### config.mk
export PLATFORM = sky130hd
export DESIGN_NAME = msb_debounce_detect
export DESIGN_NICKNAME = d
export VERILOG_FILES = /design/src/rtl/msb_detect_pkg.sv /design/src/rtl/msb_debounce_detect_chan.sv /design/src/rtl/msb_debounce_detect.sv
export SDC_FILE = /design/constraint.sdc
export NUM_CORES = 1
export LEC_CHECK = 0
export CAP_MARGIN = 20
export CELL_PAD_IN_SITES_DETAIL_PLACEMENT = 1
export CELL_PAD_IN_SITES_GLOBAL_PLACEMENT = 1
export CORE_MARGIN = 2
export CORE_UTILIZATION = 37
export CTS_CLUSTER_SIZE = 12
export DETAILED_ROUTE_END_ITERATION = 12
export HOLD_SLACK_MARGIN = 0.03
export PLACE_DENSITY_LB_ADDON = 0.1
export REMOVE_ABC_BUFFERS = 1
export SLEW_MARGIN = 20
export SYNTH_ARGS = -nofsm -noshare
export SYNTH_HDL_FRONTEND = slang
export SYNTH_SLANG_ARGS = --single-unit
export TNS_END_PERCENT = 50
### constraint.sdc
create_clock -name clk -period 2.62 [get_ports clk]
set_input_delay 0.524 -clock clk [delete_from_list [all_inputs] [get_ports clk]]
set_output_delay 0.524 -clock clk [all_outputs]
set_load 0.005 [all_outputs]
### src/rtl/msb_detect_pkg.sv
// Shared constants and helpers for the debounced MSB / threshold detector.
// Imported by the lane module and the top level.
package msb_detect_pkg;

  localparam logic MODE_MSB    = 1'b0;
  localparam logic MODE_THRESH = 1'b1;

  // Run counter width: enough bits for 0..stable-1, never narrower than one bit.
  function automatic int cnt_width(input int stable);
    int w;
    w = $clog2(stable);
    return (w < 1) ? 1 : w;
  endfunction

endpackage

### src/rtl/msb_debounce_detect_chan.sv
// One detector lane: raw level select, debounce run counter, registered level
// and single-cycle rise/fall pulses.
module msb_debounce_chan
  import msb_detect_pkg::*;
#(
  parameter int WIDTH         = 4,
  parameter int STABLE_CYCLES = 3
) (
  input  logic             clk,
  input  logic             rst_n,
  input  logic             mode_i,
  input  logic [WIDTH-1:0] threshold_i,
  input  logic             valid_i,
  input  logic [WIDTH-1:0] sample_i,
  output logic             level_o,
  output logic             rise_o,
  output logic             fall_o
);

  localparam int CW = cnt_width(STABLE_CYCLES);
  localparam logic [CW-1:0] CNT_MAX = CW'(STABLE_CYCLES - 1);

  logic          raw;
  logic          level_q, level_d;
  logic [CW-1:0] cnt_q, cnt_d;
  logic          rise_q, rise_d;
  logic          fall_q, fall_d;

  assign raw = (mode_i == MODE_THRESH) ? (sample_i >= threshold_i) : sample_i[WIDTH-1];

  always_comb begin
    // NOTE: every next-state signal gets a default first so no path leaves it unassigned (no latches).
    level_d = level_q;
    cnt_d   = cnt_q;
    rise_d  = 1'b0;
    fall_d  = 1'b0;
    if (valid_i) begin
      if (raw == level_q) begin
        cnt_d = '0;
      end else if (cnt_q == CNT_MAX) begin
        level_d = raw;
        cnt_d   = '0;
        rise_d  = raw;
        fall_d  = ~raw;
      end else begin
        cnt_d = cnt_q + 1'b1;
      end
    end
  end

  // NOTE: sequential state uses non-blocking assignments so all registers update from pre-edge values.
  always_ff @(posedge clk or negedge rst_n) begin
    if (!rst_n) begin
      level_q <= 1'b0;
      cnt_q   <= '0;
      rise_q  <= 1'b0;
      fall_q  <= 1'b0;
    end else begin
      level_q <= level_d;
      cnt_q   <= cnt_d;
      rise_q  <= rise_d;
      fall_q  <= fall_d;
    end
  end

  assign level_o = level_q;
  assign rise_o  = rise_q;
  assign fall_o  = fall_q;

endmodule

### src/rtl/msb_debounce_detect.sv
// Multi-lane debounced level detector: each lane watches its own WIDTH-bit
// slice of data_in and reports a filtered level plus edge pulses.
module msb_debounce_detect
  import msb_detect_pkg::*;
#(
  parameter int WIDTH         = 4,
  parameter int CHANNELS      = 2,
  parameter int STABLE_CYCLES = 3
) (
  input  logic                      clk,
  input  logic                      rst_n,
  input  logic                      mode,
  input  logic [WIDTH-1:0]          threshold,
  input  logic                      in_valid,
  input  logic [CHANNELS*WIDTH-1:0] data_in,
  output logic [CHANNELS-1:0]       data_out,
  output logic [CHANNELS-1:0]       rise,
  output logic [CHANNELS-1:0]       fall
);

  for (genvar c = 0; c < CHANNELS; c++) begin : g_lane
    msb_debounce_chan #(
      .WIDTH        (WIDTH),
      .STABLE_CYCLES(STABLE_CYCLES)
    ) u_chan (
      .clk        (clk),
      .rst_n      (rst_n),
      .mode_i     (mode),
      .threshold_i(threshold),
      .valid_i    (in_valid),
      .sample_i   (data_in[c*WIDTH +: WIDTH]),
      .level_o    (data_out[c]),
      .rise_o     (rise[c]),
      .fall_o     (fall[c])
    );
  end

endmodule

Word level (Yosys, flattened, before mapping):

Cells that the tools add are included.

* add/sub/neg operators: 2
* $lt $le $gt $ge: 2
* eq/ne operators: 4
* multiplexer cells: 18
* bitwise operators: 4
* reductions and logical operators: 2

Operators by type and width (count)
* $mux 1: 14
* $ge 4x4->1: 2
* $mux 2: 4
* $reduce_and 3->1: 2
* $add 2x1->2 const B: 2
* $eq 2x2->1 const B: 2
* $not 1->1: 4
* $eq 1x1->1: 2

* bits in registers: 10
* bits of input ports: 16
* word-level logic and storage cells: 40

Logic depth before layout (Yosys ltp):

Gate-level depths: netlist of run 1.

* depth in word-level cells: 6
* gate-level depth with buffers: 6

By module:

From an unflattened synthesis of run 1, not the netlist that was laid out.

* cells, all modules: 74
* area, all modules: 700.7 um^2

Modules (own cells, without submodules)
* msb_debounce_chan: instances 2, cells each 37, area each 350.3 um^2, sequential area each 125.1 um^2

Worst setup path after synthesis of run 1:

OpenSTA, ideal clock, no wires.

* path kind: input to register
* start point: input port data_in[4]
* end point: register g_lane[1].u_chan.level_q
* setup time: 0.125 ns
* arrival time: 1.656 ns
* data required time: 2.495 ns
* slack: 0.839 ns
* stages on the path: 6
* path buffers: 0
* cell sequence: inv_1 ha_1 or3b_1 o2111ai_2 a21oi_1 mux2_2

* cells in the longest elaborated chain, start to end: 5

RTL lines
* from (decl): RTL line msb_debounce_detect.sv:15 `input logic [CHANNELS*WIDTH-1:0] data_in,`
* $ge 4x4->1 (*): RTL line msb_debounce_detect_chan.sv:29 `assign raw = (mode_i == MODE_THRESH) ? (sample_i >= threshold_i) : sample_i[WIDTH-1];`
* $mux 1 (*): RTL line msb_debounce_detect_chan.sv:29
* $eq 1x1->1: RTL line msb_debounce_detect_chan.sv:38 `if (raw == level_q) begin`
* $not 1->1 (no line)
* $reduce_and 3->1 (no line)
* to (signal assigned): RTL line msb_debounce_detect_chan.sv:59 `level_q <= level_d;`
* to (decl): RTL line msb_debounce_detect_chan.sv:24 `logic level_q, level_d;`

Mark *: on every way between the ends. The rest lies on a longest branch, timed or not.
A chain may end at the register's enable or synchronous reset.

Final worst setup path of run 1:

* start point: input port threshold[3]
* end point: register g_lane[0].u_chan.cnt_q[1]

* cells in the longest elaborated chain, start to end: 4

RTL lines
* from (decl): RTL line msb_debounce_detect.sv:13 `input logic [WIDTH-1:0] threshold,`
* $ge 4x4->1: RTL line msb_debounce_detect_chan.sv:29
* $mux 1: RTL line msb_debounce_detect_chan.sv:29
* $eq 1x1->1: RTL line msb_debounce_detect_chan.sv:38
* $mux 2: RTL line msb_debounce_detect_chan.sv:38
* to (signal assigned): RTL line msb_debounce_detect_chan.sv:60 `cnt_q <= cnt_d;`
* to (decl): RTL line msb_debounce_detect_chan.sv:25 `logic [CW-1:0] cnt_q, cnt_d;`

No other way between the ends.

==> results of run 1 <==
## cells in the mapped netlist, drive strengths merged, types with 3 or more instances
library cell,instances,area [um^2]
a21oi,5,28.78
and3,3,18.77
buf,6,45.04
dfrtp,10,250.2
ha,8,100.1
inv,8,30.03
nand2,5,18.77
nand3,4,20.02
nor2,4,17.52
o211ai,3,22.52
## flip-flops by register name (all words and copies together), names as in the netlist
register / cells
g_lane.u_chan.cnt_q: 4
g_lane.u_chan.fall_o: 2
g_lane.u_chan.rise_o: 2
g_lane.u_chan.level_o: 2
## metal layers
metal  global-route usage (%)  vias to the layer above  share of wire, %
met5                        0                        -                 0
met4                    4.167                        0              0.83
met3                    5.455                        2               3.6
met2                    28.00                       12                51
met1                    20.11                      320                45
li1                         -                      336                 -
## per-stage QoR
step                      setup WS, ns  cell area (um^2)  power [mW]
final                           0.5267              1003      0.6356
after global placement          0.2942             967.2      0.4872
after CTS                       0.5252              1003      0.6454
after detailed placement        0.2355             967.2      0.4986
after global routing            0.4064              1003      0.6862
after floorplan                 0.8391             723.2      0.3875
## logic make-up after synthesis
kind of cell	synth area share, %
simple gates	26.55
compound gates	15.31
buf+inv	9.772
flops	32.57
fa+ha+maj	13.03
mux	2.769
## final cells by class
cell class	count	area, um^2
clock buffer	4	36.28
timing repair buffer	21	210.2
tap	27	33.78
sequential	10	250.2
fill	242	958.4
inverter	8	30.03
multi-input combinational	59	442.9
## worst max-delay path: cells and delay by family
family          cells  cell delay, ns
compound gates      1            0.16
buf+inv             2            0.52
fa+ha+maj           1            0.31
simple gates        3            0.78
## worst max path at each step
stage	slack, ns	from	end	cells past startpoint
floorplan	0.84	data_in[4]	g_lane[1].u_chan.level_o	6
global placement	0.29	threshold[3]	g_lane[0].u_chan.cnt_q[1]	7
detailed placement	0.24	threshold[3]	g_lane[0].u_chan.cnt_q[1]	7
CTS	0.53	threshold[3]	g_lane[0].u_chan.cnt_q[1]	7
global route	0.41	threshold[3]	g_lane[0].u_chan.cnt_q[1]	7
finish	0.53	threshold[3]	g_lane[0].u_chan.cnt_q[1]	7
## power groups by stage
stage               Combinational, mW  Clock (mW)  Sequential, mW
floorplan                       0.141           0           0.246
global route                    0.263       0.157           0.267
finish                          0.234       0.141           0.261
detailed placement              0.237           0           0.262
CTS                             0.239       0.147           0.259
global placement                0.230           0           0.257
==> reports/results.ini, run 1 <==
[status]
outcome=finished clean

[cells_and_area]
drive_gt1_share_pct=10.78
layout_commonest_cell=clkdlybuf4s50_1
antenna_cells=0
finalNonFillerCells=129
area_growth_pct=30.62
post-route-util_pct=51.15
nNetsFinal=127
final_cell_mix=clkdlybuf4s50_1, dfrtp_1, inv_1, ha_1, nand2_1

[timing]
hold_viol=0
rsz0062_at_grt=no
whs_ns=0.5574
min_period_ns=2.093
setup_violations=0
tightest_slew_ns=0.4376
fin_crit_sh_pct=79.90
finalClockSkew_ns=0.001111
timing.slew.headroom_pct=70.73
fmax_ghz=0.4777
slew_viol_final=0
fin_tns_setup_ns=0

[placement]
dp_hpwl_um=1515
placedCellCount=125
gp_congestion=0.7473
port_buffers=21

[logic_synthesis]
netlist_instances=83
yosysUniqueCellTypes=35
netlist_area_um2=768.2
avgSynthCellArea_um2=9.256
synth_edf_count=0
ys_ff_latch=10
yosysSeqAreaShare_pct=32.57
ys_dominant_reg_cell=dfrtp_1
synth_async_sr_flop_share_pct=100.0
ys_warn_count=0

[route]
finalWirelength_um=1801
dr.pass1.iters=3
routedWlPerCell_um=13.96
via_count=670
vias_per_cell=5.194
drt-initial-drc-count=1
drcViolationCount=0
detail-route-antenna-nets=0

[critical_path]
worst_setup_path_start_kind=input pin
r2r-start=g_lane[1].u_chan.cnt_q[1]
critPathKind=in -> reg
regToRegEndpoint=g_lane[1].u_chan.cnt_q[1]
r2r_cells=3
max_stage_delay_ns=0.53
cp-end-kind=register
worstPathArrival_ns=2.30
cp_data_required_time_ns=2.82
worstPathCellList=clkdlybuf4s50_1 -> inv_1 -> ha_1 -> a21oi_1 -> nand2_1 -> or4_1 -> nand3b_1
cp_max_fo=5
crit_path_top_delay_cell=or4_1
reg2reg_slack_ns=1.30

[floorplan]
coreArea_mm2=0.001962
start_util_pct=39.16
fp-row-count=16
io_pins=22
die_x_um=49.57
die_h_um=49.57
die_area_mm2=0.002457

[power_and_ir_drop]
power_density_mw_per_mm2=633.4
intPower_mw=0.4166
peakVddDrop_mv=0.5182
p_leak_nw=0.4596
power_frac_comb_pct=36.8
seqPwrFrac_pct=41.1
p_sw_mw=0.2190
swShare_pct=34.45
clkPwrFrac_pct=22.2

[clock_network]
ctsHoldBuffers=0
post_cts_resized=0
cts_buffers=3
htreeDepth=1
clockBufferDepth=2
cts_tree=built
path_clk_slew_ns=0.07
clock_latency_ns=0.27
cts-root-buf=clkbuf_4
cts_setup_buffers=0
cts_sinks=10

[global_routing]
grt_max_degree=11
grt_usage_pct=16.55
grt_antenna_before_repair=0
grt_overflow=0
grt_pass1_vias=693
grt_pass1_wl_um=3077

[flow_run]
maxCapViolations=0

[hold_path]
hp-class=in -> async

Note: power is estimated with default switching activity, not from simulation.
==> inputs of run 2 (changes only) <==
--- a/config.mk
+++ b/config.mk
@@ -9,7 +9,7 @@
 export CELL_PAD_IN_SITES_DETAIL_PLACEMENT = 1
 export CELL_PAD_IN_SITES_GLOBAL_PLACEMENT = 1
 export CORE_MARGIN = 2
-export CORE_UTILIZATION = 37
+export CORE_UTILIZATION = 31
 export CTS_CLUSTER_SIZE = 12
 export DETAILED_ROUTE_END_ITERATION = 12
 export HOLD_SLACK_MARGIN = 0.03
==> constraint.sdc (replaced) <==
create_clock -name clk -period 1.68 [get_ports clk]
set_input_delay 0.336 -clock clk [delete_from_list [all_inputs] [get_ports clk]]
set_output_delay 0.336 -clock clk [all_outputs]
set_load 0.005 [all_outputs]
==> run 2 against run 1 <==
Effect of this change: register-to-register slack worse by 0.94 ns; via count is 7.0% higher; combinational power is 82% higher; highest routed layer unchanged.
==> reports/results.ini, run 2 (synthesis gave the netlist of run 1 again) <==
[cells_and_area]
finalNonFillerCells=141
nNetsFinal=137
nFillCells=295
regMostFlops=g_lane.u_chan.cnt_q
antenna_cells=0
post-route-util_pct=47.25
design_area_mm2=0.001139
drive_gt1_share_pct=30.63
largest_reg_flops=4
final_cell_mix=clkdlybuf4s50_1, buf_4, dfrtp_1
layout_commonest_cell=clkdlybuf4s50_1
area_growth_pct=48.21

[critical_path]
cp_max_fo=4
worst_setup_path_start_kind=input pin
worstPathArrival_ns=1.78
critPathKind=in -> reg
cp_data_required_time_ns=1.83
cp-end-kind=register

[clock_network]
clock_latency_ns=0.26
ctsHoldBuffers=0
cts-root-buf=clkbuf_4
htreeDepth=1
path_clk_slew_ns=0.06
cts_tree=built
clockBufferDepth=2
cts_buffers=3
cts_sinks=10

[floorplan]
die_area_mm2=0.002892
die_h_um=53.78
fp-row-count=18
die_x_um=53.78
start_util_pct=31.88
io_pins=22
coreArea_mm2=0.002410

[global_routing]
grt_max_degree=11
grt_pass1_wl_um=3022
grt_pass1_vias=704
grt_overflow=0
grt_antenna_before_repair=0
grt_usage_pct=14.70

[timing]
tightest_slew_ns=0.4571
timing.slew.headroom_pct=69.43
fin_crit_sh_pct=96.89
min_period_ns=1.628
fmax_ghz=0.6143
hold_viol=0
setup_violations=0
finalClockSkew_ns=0.0008963
slew_viol_final=0
rsz0062_at_grt=no

[placement]
place_area_mm2=0.001039
placedCellCount=137
dp_hpwl_um=1525
port_buffers=21
gp_congestion=0.7879

[route]
drt-initial-drc-count=5
detail-route-antenna-nets=0
dr.pass1.iters=4
drcViolationCount=0
routedWlPerCell_um=13.29
finalWirelength_um=1874
vias_per_cell=5.085
via_count=717

[flow_run]
maxCapViolations=0

[power_and_ir_drop]
power_density_mw_per_mm2=875.4
p_total_mw=0.9967
p_leak_nw=0.5255
peakVddDrop_mv=0.4108

[hold_path]
hp-class=in -> async

[status]
outcome=finished clean

==> run 2: cell types whose count changed in the layout (fill, tap and decap cells not counted), moves of 4 or more <==
| cell | change |
|---|---|
| buf_4 | +10 |
| clkdlybuf4s50_1 | -9 |
| dlygate4sd2_1 | +8 |
| ha_1 | -4 |
==> run 2: critical path: stages <==
cell             delay (ns)
clkdlybuf4s50_1        0.40
ha_2                   0.17
or3b_4                 0.38
o2111ai_4              0.10
a21oi_2                0.11
mux2_4                 0.27
==> run 2: metal layers <==
metal | vias up | GRT usage, % | part of all wire (%)
met3 | 5 | 1.667 | 5.0
li1 | 358 | - | -
met4 | 0 | 7.692 | 2.3
met2 | 27 | 25.20 | 47
met1 | 327 | 17.85 | 46
met5 | - | 0 | 0
==> run 2: layout make-up <==
type | instances | area [um^2] | area share [%]
inverters | 8 | 30.03 | 2.637
flip-flops and latches | 10 | 251.5 | 22.09
repair buffers | 31 | 277.8 | 24.40
multi-input cells | 59 | 519.2 | 45.60
clock buffers | 3 | 22.52 | 1.978
well taps | 30 | 37.54 | 3.297
==> run 2: what timing repair did <==
| action | CTS | global route |
|---|---|---|
| setup buffers | 1 | 0 |
| pin swaps | 13 | 2 |
| resized for setup | 22 | 3 |
| endpoints found under the setup margin | 10 | 6 |
==> run 2: through the flow <==
step	TNS, ns	setup slack [ns]	hold WS [ns]
2_1_floorplan	0	0.08715	0.04041
3_3_place_gp	-3.670	-0.4406	0.5657
3_5_place_dp	-4.094	-0.4945	0.5695
4_1_cts	0	0.01231	0.3998
5_1_grt	0	0.006251	0.4067
6_report	0	0.05218	0.3864
==> run 2: worst paths after layout <==
path | startpoint | end | slack [ns] | cells after the start
setup / recovery | data_in[5] | g_lane[1].u_chan.level_o | 0.05 | 6
hold / removal | rst_n | g_lane[1].u_chan.rise_o | 0.39 | 1
setup reg to reg | g_lane[1].u_chan.cnt_q[1] | g_lane[1].u_chan.cnt_q[1] | 0.36 | 3
hold reg to reg | g_lane[0].u_chan.level_o | g_lane[0].u_chan.rise_o | 0.57 | 1
max in group asynchronous | rst_n | g_lane[0].u_chan.level_o | 0.96 | 1
min in group clk | g_lane[0].u_chan.level_o | g_lane[0].u_chan.rise_o | 0.57 | 1
==> run 2: report_power, final <==
group	switching [mW]	internal, mW
Clock	0.0796	0.0827
Sequential	0.0986	0.310
Combinational	0.176	0.250
